## config.mk

```make
export PLATFORM = sky130hd
export DESIGN_NAME = instruction_uart_dump
export DESIGN_NICKNAME = d
export VERILOG_FILES = /design/src/rtl/instruction_uart_dump.sv
export SDC_FILE = /design/constraint.sdc
export NUM_CORES = 1
export LEC_CHECK = 0
export ABC_AREA = 1
export CAP_MARGIN = 40
export CORE_MARGIN = 10
export CORE_UTILIZATION = 55
export CTS_CLUSTER_DIAMETER = 100
export DETAILED_ROUTE_END_ITERATION = 16
export GPL_TIMING_DRIVEN = 0
export HOLD_SLACK_MARGIN = 0.03
export PLACE_DENSITY = 0.79
export SKIP_LAST_GASP = 1
export SYNTH_ARGS = -nofsm -noshare
export SYNTH_HDL_FRONTEND = slang
export SYNTH_SLANG_ARGS = --single-unit
```

## constraint.sdc

```tcl
create_clock -name clk -period 2.2 [get_ports clk]
set_input_delay 0.22 -clock clk [delete_from_list [all_inputs] [get_ports clk]]
set_output_delay 0.22 -clock clk [all_outputs]
set_load 0.01 [all_outputs]
```

## src/rtl/instruction_uart_dump.sv

```systemverilog
// Read-back side of the instruction-load path: walks the instruction RAM from address 0
// and replays each non-zero byte as a UART 8N1 frame followed by a '$' delimiter frame.
module instruction_uart_dump #(
  parameter int N            = 8,
  parameter int MAX_ADDRESS  = 255,
  parameter int CLKS_PER_BIT = 434
) (
  input  logic         clk,
  input  logic         rst,
  input  logic         start,
  output logic [N-1:0] ram_addr,
  input  logic [N-1:0] ram_data,
  output logic         tx,
  output logic         busy,
  output logic         done,
  output logic [N:0]   byte_count
);

  localparam int            CW        = $clog2(CLKS_PER_BIT);
  localparam logic [CW-1:0] BAUD_LAST = CW'(CLKS_PER_BIT - 1);
  localparam logic [N-1:0]  ADDR_LAST = N'(MAX_ADDRESS);
  localparam logic [7:0]    DELIM     = 8'h24;

  localparam logic [3:0] IDLE        = 4'd0;
  localparam logic [3:0] FETCH       = 4'd1;
  localparam logic [3:0] LOAD        = 4'd2;
  localparam logic [3:0] START_BIT   = 4'd3;
  localparam logic [3:0] DATA_BITS   = 4'd4;
  localparam logic [3:0] STOP_BIT    = 4'd5;
  localparam logic [3:0] DELIM_START = 4'd6;
  localparam logic [3:0] DELIM_BITS  = 4'd7;
  localparam logic [3:0] DELIM_STOP  = 4'd8;
  localparam logic [3:0] NEXT        = 4'd9;
  localparam logic [3:0] DONE        = 4'd10;

  logic [3:0]    state_r;
  logic [CW-1:0] baud_r;
  logic [2:0]    bit_idx_r;
  logic [7:0]    shift_r;
  logic          baud_last_s;

  assign baud_last_s = (baud_r == BAUD_LAST);

  // Dump sequencer; tx is driven only from registers so the line never glitches.
  always_ff @(posedge clk or negedge rst) begin
    if (!rst) begin
      state_r    <= IDLE;
      baud_r     <= '0;
      bit_idx_r  <= 3'd0;
      shift_r    <= 8'h00;
      ram_addr   <= '0;
      byte_count <= '0;
      tx         <= 1'b1;
      busy       <= 1'b0;
      done       <= 1'b0;
    end else begin
      done <= 1'b0;
      case (state_r)
        IDLE: begin
          if (start) begin
            ram_addr   <= '0;
            byte_count <= '0;
            busy       <= 1'b1;
            state_r    <= FETCH;
          end else begin
            busy <= 1'b0;
          end
        end
        FETCH: begin
          state_r <= LOAD;
        end
        LOAD: begin
          // A zero byte marks the end of the program and is never sent.
          if (ram_data == {N{1'b0}}) begin
            done    <= 1'b1;
            state_r <= DONE;
          end else begin
            shift_r    <= ram_data[7:0];
            byte_count <= byte_count + (N+1)'(1);
            baud_r     <= '0;
            tx         <= 1'b0;
            state_r    <= START_BIT;
          end
        end
        START_BIT, DELIM_START: begin
          if (baud_last_s) begin
            baud_r    <= '0;
            bit_idx_r <= 3'd0;
            tx        <= shift_r[0];
            state_r   <= (state_r == START_BIT) ? DATA_BITS : DELIM_BITS;
          end else begin
            baud_r <= baud_r + CW'(1);
          end
        end
        DATA_BITS, DELIM_BITS: begin
          if (baud_last_s) begin
            baud_r <= '0;
            if (bit_idx_r == 3'd7) begin
              tx      <= 1'b1;
              state_r <= (state_r == DATA_BITS) ? STOP_BIT : DELIM_STOP;
            end else begin
              bit_idx_r <= bit_idx_r + 3'd1;
              shift_r   <= {1'b0, shift_r[7:1]};
              tx        <= shift_r[1];
            end
          end else begin
            baud_r <= baud_r + CW'(1);
          end
        end
        STOP_BIT: begin
          // Delimiter frame follows the stop bit with no idle gap.
          if (baud_last_s) begin
            baud_r  <= '0;
            shift_r <= DELIM;
            tx      <= 1'b0;
            state_r <= DELIM_START;
          end else begin
            baud_r <= baud_r + CW'(1);
          end
        end
        DELIM_STOP: begin
          if (baud_last_s) begin
            baud_r  <= '0;
            state_r <= NEXT;
          end else begin
            baud_r <= baud_r + CW'(1);
          end
        end
        NEXT: begin
          if (ram_addr == ADDR_LAST) begin
            done    <= 1'b1;
            state_r <= DONE;
          end else begin
            ram_addr <= ram_addr + N'(1);
            state_r  <= FETCH;
          end
        end
        DONE: begin
          busy    <= 1'b0;
          state_r <= IDLE;
        end
        default: begin
          tx      <= 1'b1;
          busy    <= 1'b0;
          state_r <= IDLE;
        end
      endcase
    end
  end

endmodule

```

==> results of run 1 <==
-- repair_timing --
| action | in CTS | in global routing |
|---|---|---|
| hold buffers | 1 | 0 |
| setup endpoints to repair | 0 | 0 |
| setup buffers | 0 | 0 |
| gates resized for setup | 0 | 0 |
| hold endpoints to repair | 19 | 0 |
-- worst paths after layout --
check	from	to	slack (ns)
worst max-delay path	state_r[3]$_DFFE_PN0P_	baud_r[8]$_DFFE_PN0P_	0.49
worst min register to register	shift_r[2]$_DFFE_PN0P_	shift_r[2]$_DFFE_PN0P_	0.48
worst max register to register	state_r[3]$_DFFE_PN0P_	baud_r[8]$_DFFE_PN0P_	0.49
max in group asynchronous	rst	shift_r[5]$_DFFE_PN0P_	1.26
min in group clk	shift_r[2]$_DFFE_PN0P_	shift_r[2]$_DFFE_PN0P_	0.48
worst min-delay path	rst	baud_r[4]$_DFFE_PN0P_	0.43
-- worst register-to-register path: stages, from the launching register on --
cell     delay [ns]
dfrtp_1        0.50
inv_2          0.07
nand2_1        0.18
nand2_1        0.12
nor2_1         0.40
inv_1          0.12
nand2_1        0.09
o21ai_0        0.09
-- cell usage after synthesis --
library cell / n / area share (%)
inv_1: 29 / 3.8
nor2_2: 4 / 0.88
buf_6: 2 / 0.80
nand2_1: 143 / 19
and3b_1: 1 / 0.31
nor2_8: 2 / 1.4
or2_2: 2 / 0.44
o22ai_1: 1 / 0.22
buf_4: 1 / 0.27
o31ai_1: 3 / 0.80
dfstp_2: 1 / 0.93
o211ai_1: 1 / 0.27
nand2_4: 7 / 2.8
o21ai_0: 20 / 3.5
nand3_2: 1 / 0.35
a21oi_2: 1 / 0.31
dfrtp_1: 43 / 38
ha_1: 6 / 2.7
nor2_1: 35 / 4.6
nand3_4: 1 / 0.62
inv_2: 6 / 0.80
inv_4: 1 / 0.22
nor2_4: 5 / 2.0
nand3_1: 30 / 5.3
nand2_2: 4 / 0.88
xor2_1: 8 / 2.5
nand4_1: 5 / 1.1
o21ai_2: 3 / 0.93
nand2_8: 1 / 0.71
a21oi_4: 1 / 0.57
buf_2: 2 / 0.35
a21oi_1: 8 / 1.4
o21ai_1: 7 / 1.2
-- power by group through the flow --
stage	registers (mW)	clock network [mW]	logic (mW)
detailed placement	0.850	0	0.119
CTS	0.834	0.542	0.121
global placement	0.850	0	0.111
floorplan	0.854	0	0.0389
global route	0.837	0.575	0.133
finish	0.834	0.523	0.118
-- flip-flops by register name, indices dropped and copies added, names as in the netlist --
signal      count
baud_r          9
bit_idx_r       3
busy            1
byte_count      9
done            1
ram_addr        8
shift_r         8
state_r         4
tx              1
-- layer usage --
metal,routed length (um),GRT usage [%]
met1,2770,18.6
met3,307,4.32
met5,0,0
met2,3010,25.4
met4,117,6.43
-- layout make-up --
cell class,instances,share of cell area (%)
inverters,36,4.12
repair buffers,32,9.96
flip-flops and latches,44,33.0
well taps,70,2.62
plain buffers,5,1.20
clock buffers,8,2.70
multi-input cells,300,46.4
-- cell families after synthesis --
logic type                 after synthesis  synth area share (%)
AOI/OAI and AO/OA                       45                  9.28
xor gates and xnor gates                 8                  2.47
adders and majority gates                6                  2.65
buffers and inverters                   41                  6.27
DFF                                     44                  38.9
and+or+nand+nor                        241                  40.4
-- metrics by stage --
| step | setup TNS (ns) | cells | hold slack [ns] | setup WS [ns] |
|---|---|---|---|---|
| after detailed placement | 0 | 486 | 0.233 | 0.452 |
| after global routing | 0 | 495 | 0.476 | 0.294 |
| after floorplan | 0 | 385 | -0.0756 | 0.733 |
| after global placement | -13.35 | 485 | 0.455 | -0.313 |
| after CTS | 0 | 495 | 0.446 | 0.513 |
| final | 0 | 495 | 0.429 | 0.489 |
==> results.toml, run 1 <==
[global_route]
first_global_vias = 2484
grt_pass1_wl_um = 11000
grt_max_degree = 25
grt_antenna_before_repair = 0
grt_usage_pct = 15.4
grt_overflow_total = 0

[worst_setup_path]
worst_ep_arrival_time_ns = 1.89
worstRegToRegCells = 7
cp_top_family = "simple AND/OR/NAND/NOR gates"
path_class = "reg2reg"
path_cells = "inv_2, nand2_1, nand2_1, nor2_1, inv_1, nand2_1, o21ai_0"
crit_top_cell = "nand2_1"
critPathMaxStageDelay_ns = 0.50
crit_required_ns = 2.38
crit_fanout = 7
path_depth = 7
critPathLaunchType = "flop"
cp_num_buf_inv = 2
end_kind = "flop"
cp_slowest_cell = "dfrtp_1"

[logic_synthesis]
synth_cell_types = 33
synth_seq_cells = 44
synthesis.nets = 402
syn_area_um2 = 2830
ys_warn_count = 0
ys_seq_area_share_pct = 38.9
netlist_instances = 385
avgSynthCellArea_um2 = 7.35

[power]
power.switching_mw = 0.338
ir_drop_v = 0.000299
p_int_mw = 1.14
p_leak_nw = 1.61
power_frac_comb_pct = 8.0
seq_power_share_pct = 56.5
p_per_area_nw_per_um2 = 441
power_mw = 1.47
p_clk_share_pct = 35.5
swShare_pct = 22.9

[placed_design]
placed_cell_area_um2 = 3240
dp_hpwl_um = 4680
gp_congestion = 0.897
port_buffers = 30

[timing]
worst_slew_pin_slew_ns = 0.540
rsz0062_at_grt = "no"
finalClockSkew_ns = 0.00759
final-setup-viol-count = 0
period_share_pct = 77.8
hold_violations = 0
relSlewSlack_pct = 64.0
min_period_ns = 1.71
max_freq_mhz = 584
drv_slew = 0

[drt]
wl_per_cell_um = 12.5
wirelength_um = 6210
via_count = 2538
drt_first_pass_iters = 4
drt_iter0_drc = 72
route.detailed.drc = 0
final_antenna_net_count = 0
drt-vias-per-instance = 5.13

[layout]
antenna-diode-count = 0
mostFrequentLayoutCells = "nand2_1 (143), dfrtp_1 (43), nor2_1 (35)"
final.fill_count = 448
fin_nets = 441
regArea_um2 = 1100
final_area_um2 = 3340
fin_util_pct = 66.3
syn_to_final_growth_pct = 18.0
layout_commonest_cell = "nand2_1"
drive_above_1_share_pct = 12.5
multi_input_area_um2 = 1550

[hold_path]
hp-class = "in2async"

[clock_tree]
cts.clk_slew.worst_paths_ns = 0.08
clock-root-buffer = "clkbuf_8"
clk-insertion-delay-late_ns = 0.30
clockBufferDepth = 2
htreeDepth = 2
cts_tree = "yes"
cts.sinks = 44
cts_buffers = 5

[floorplanning]
dieWidth_um = 91.8
start_util_pct = 56.2
die_h_um = 91.8
rows = 26
dieArea_um2 = 8420
fp.coreArea_um2 = 5040
io_pins = 31

[job]
drv_cap = 0

[run_status]
status = "finished, final reports clean"
Power figures use the tool's default switching activity.
==> run 2: changes to the inputs <==
clock period = 1.78 ns   (was 2.2 ns; I/O delays follow)
==> run 2 against run 1 <==
Compared with the run above:
- power rose by 24%
- cell count rose by 0.40%
- worst setup slack got worse by 0.35 ns
- critical path depth rose by 1
- highest routed layer unchanged
==> results.toml, run 2 (synthesized netlist as in run 1, its figures left out) <==
[run_status]
status = "finished, final reports clean"

[placed_design]
port_buffers = 30
gp_congestion = 0.897
placed_cell_area_um2 = 3240
dp_hpwl_um = 4680
place_ws_ns = 0.0742

[layout]
biggestRegsByFlops = "baud_r: 9 flops, byte_count: 9 flops"
drive_above_1_share_pct = 14.3
mostFrequentLayoutCells = "nand2_1 (141), dfrtp_1 (40), nor2_1 (34)"
antenna-diode-count = 0
final.fill_count = 447
regArea_um2 = 1110
multi_input_area_um2 = 1560
syn_to_final_growth_pct = 19.1
final_area_um2 = 3370
layout_commonest_cell = "nand2_1"
fin_nets = 443

[worst_setup_path]
crit_required_ns = 1.97
path_class = "reg2reg"
crit_fanout = 10
path_cells = "nor2_2, nand2_4, nor2_8, nand2_1, o21ai_2, nor2_4, nand2_1, nand2_1"
r2r_start = "state_r[3]$_DFFE_PN0P_"
end_kind = "flop"
critPathLaunchType = "flop"
worstRegToRegCells = 8
critPathMaxStageDelay_ns = 0.48
worst_ep_arrival_time_ns = 1.83
cp_slowest_cell = "dfrtp_1"
crit_top_cell = "nand2_1"
r2r_setup_slack_ns = 0.14
r2r_end = "shift_r[6]$_DFFE_PN0P_"

[clock_tree]
clockBufferDepth = 2
clock-root-buffer = "clkbuf_8"
cts_buffers = 5
htreeDepth = 2
cts_tree = "yes"
clk-insertion-delay-late_ns = 0.30
cts.sinks = 44
cts.clk_slew.worst_paths_ns = 0.08

[drt]
drt_first_pass_iters = 4
wl_per_cell_um = 12.6
wirelength_um = 6290
via_count = 2572
final_antenna_net_count = 0
route.detailed.drc = 0
drt-vias-per-instance = 5.18
drt_iter0_drc = 96

[power]
p_leak_nw = 1.61
ir_drop_v = 0.000372
p_per_area_nw_per_um2 = 541

[timing]
relSlewSlack_pct = 64.1
period_share_pct = 92.2
worst_slew_pin_slew_ns = 0.538
hold_violations = 0
layout_setup_ws_ns = 0.140
max_freq_mhz = 610
rsz0062_at_grt = "yes"
finalClockSkew_ns = 0.00642
final-setup-viol-count = 0
min_period_ns = 1.64
drv_slew = 0
hold_ws_ns = 0.389

[floorplanning]
start_util_pct = 56.2
fp.coreArea_um2 = 5040
die_h_um = 91.8
rows = 26
io_pins = 31
dieWidth_um = 91.8
dieArea_um2 = 8420

[global_route]
grt_antenna_before_repair = 0
grt_max_degree = 25
grt_pass1_wl_um = 11000
grt_overflow_total = 0
first_global_vias = 2484
grt_usage_pct = 15.4

[hold_path]
hp-class = "in2async"

[job]
drv_cap = 0
run 2: cell types whose count changed in the layout (fill, tap and decap cells not counted), sizes merged:
cell / previous run / this run
buf: 7 / 9
run 2: final cells by class:
type	instances	area share, %
Buffer	5	1.19
Clock buffer	8	2.67
Inverter	36	4.08
Multi-Input combinational cell	300	46.4
Sequential cell	44	32.8
Tap cell	70	2.60
Timing Repair Buffer	34	10.3
run 2: worst max path at each step:
stage                                    to  slack (ns)                     from
finish               shift_r[6]$_DFFE_PN0P_        0.14   state_r[3]$_DFFE_PN0P_
global route          baud_r[8]$_DFFE_PN0P_      -0.009   state_r[3]$_DFFE_PN0P_
CTS                  state_r[0]$_DFFE_PN0P_        0.09    baud_r[1]$_DFFE_PN0P_
detailed placement    baud_r[1]$_DFFE_PN0P_        0.07              ram_data[6]
global placement     shift_r[5]$_DFFE_PN0P_       -0.69                      rst
floorplan           ram_addr[7]$_DFFE_PN0P_        0.31  ram_addr[1]$_DFFE_PN0P_
run 2: through the flow:
| step | TNS [ns] | std cells | utilization, % | total power, mW |
|---|---|---|---|---|
| 2_1_floorplan | 0 | 385 | - | 1.10 |
| 3_3_place_gp | -29.83 | 485 | 63.8 | 1.19 |
| 3_5_place_dp | 0 | 486 | 64.3 | 1.20 |
| 4_1_cts | 0 | 495 | 66.3 | 1.85 |
| 5_1_grt | -0.00935 | 497 | 66.9 | 1.91 |
| 6_report | 0 | 497 | 66.9 | 1.82 |
run 2: report_power, final:
group	switching, mW	internal [mW]
clock	0.330	0.317
combinational	0.0715	0.0746
sequential	0.0169	1.01
total	0.418	1.41
run 2: repair_timing:
action | in CTS | in global routing
endpoints found under the hold margin | 19 | 0
hold buffers | 1 | 0
setup buffers | 0 | 2
resized for setup | 0 | 7
setup endpoints to repair | 0 | 19
run 2: worst max-delay path, delay by kind of cell (launching register included):
| kind | cells | cell delay [ns] |
|---|---|---|
| compound gates | 1 | 0.10 |
| simple gates | 7 | 0.95 |
| flops | 1 | 0.48 |
run 2: per-layer routing:
metal	part of all wire [%]	track usage, %	wire length (um)	vias to the layer above
li1	-	-	-	1321
met1	44	18.6	2760	1193
met2	50	25.4	3130	47
met3	4.5	4.32	281	11
met4	1.9	6.43	118	0
met5	0	0	0	-
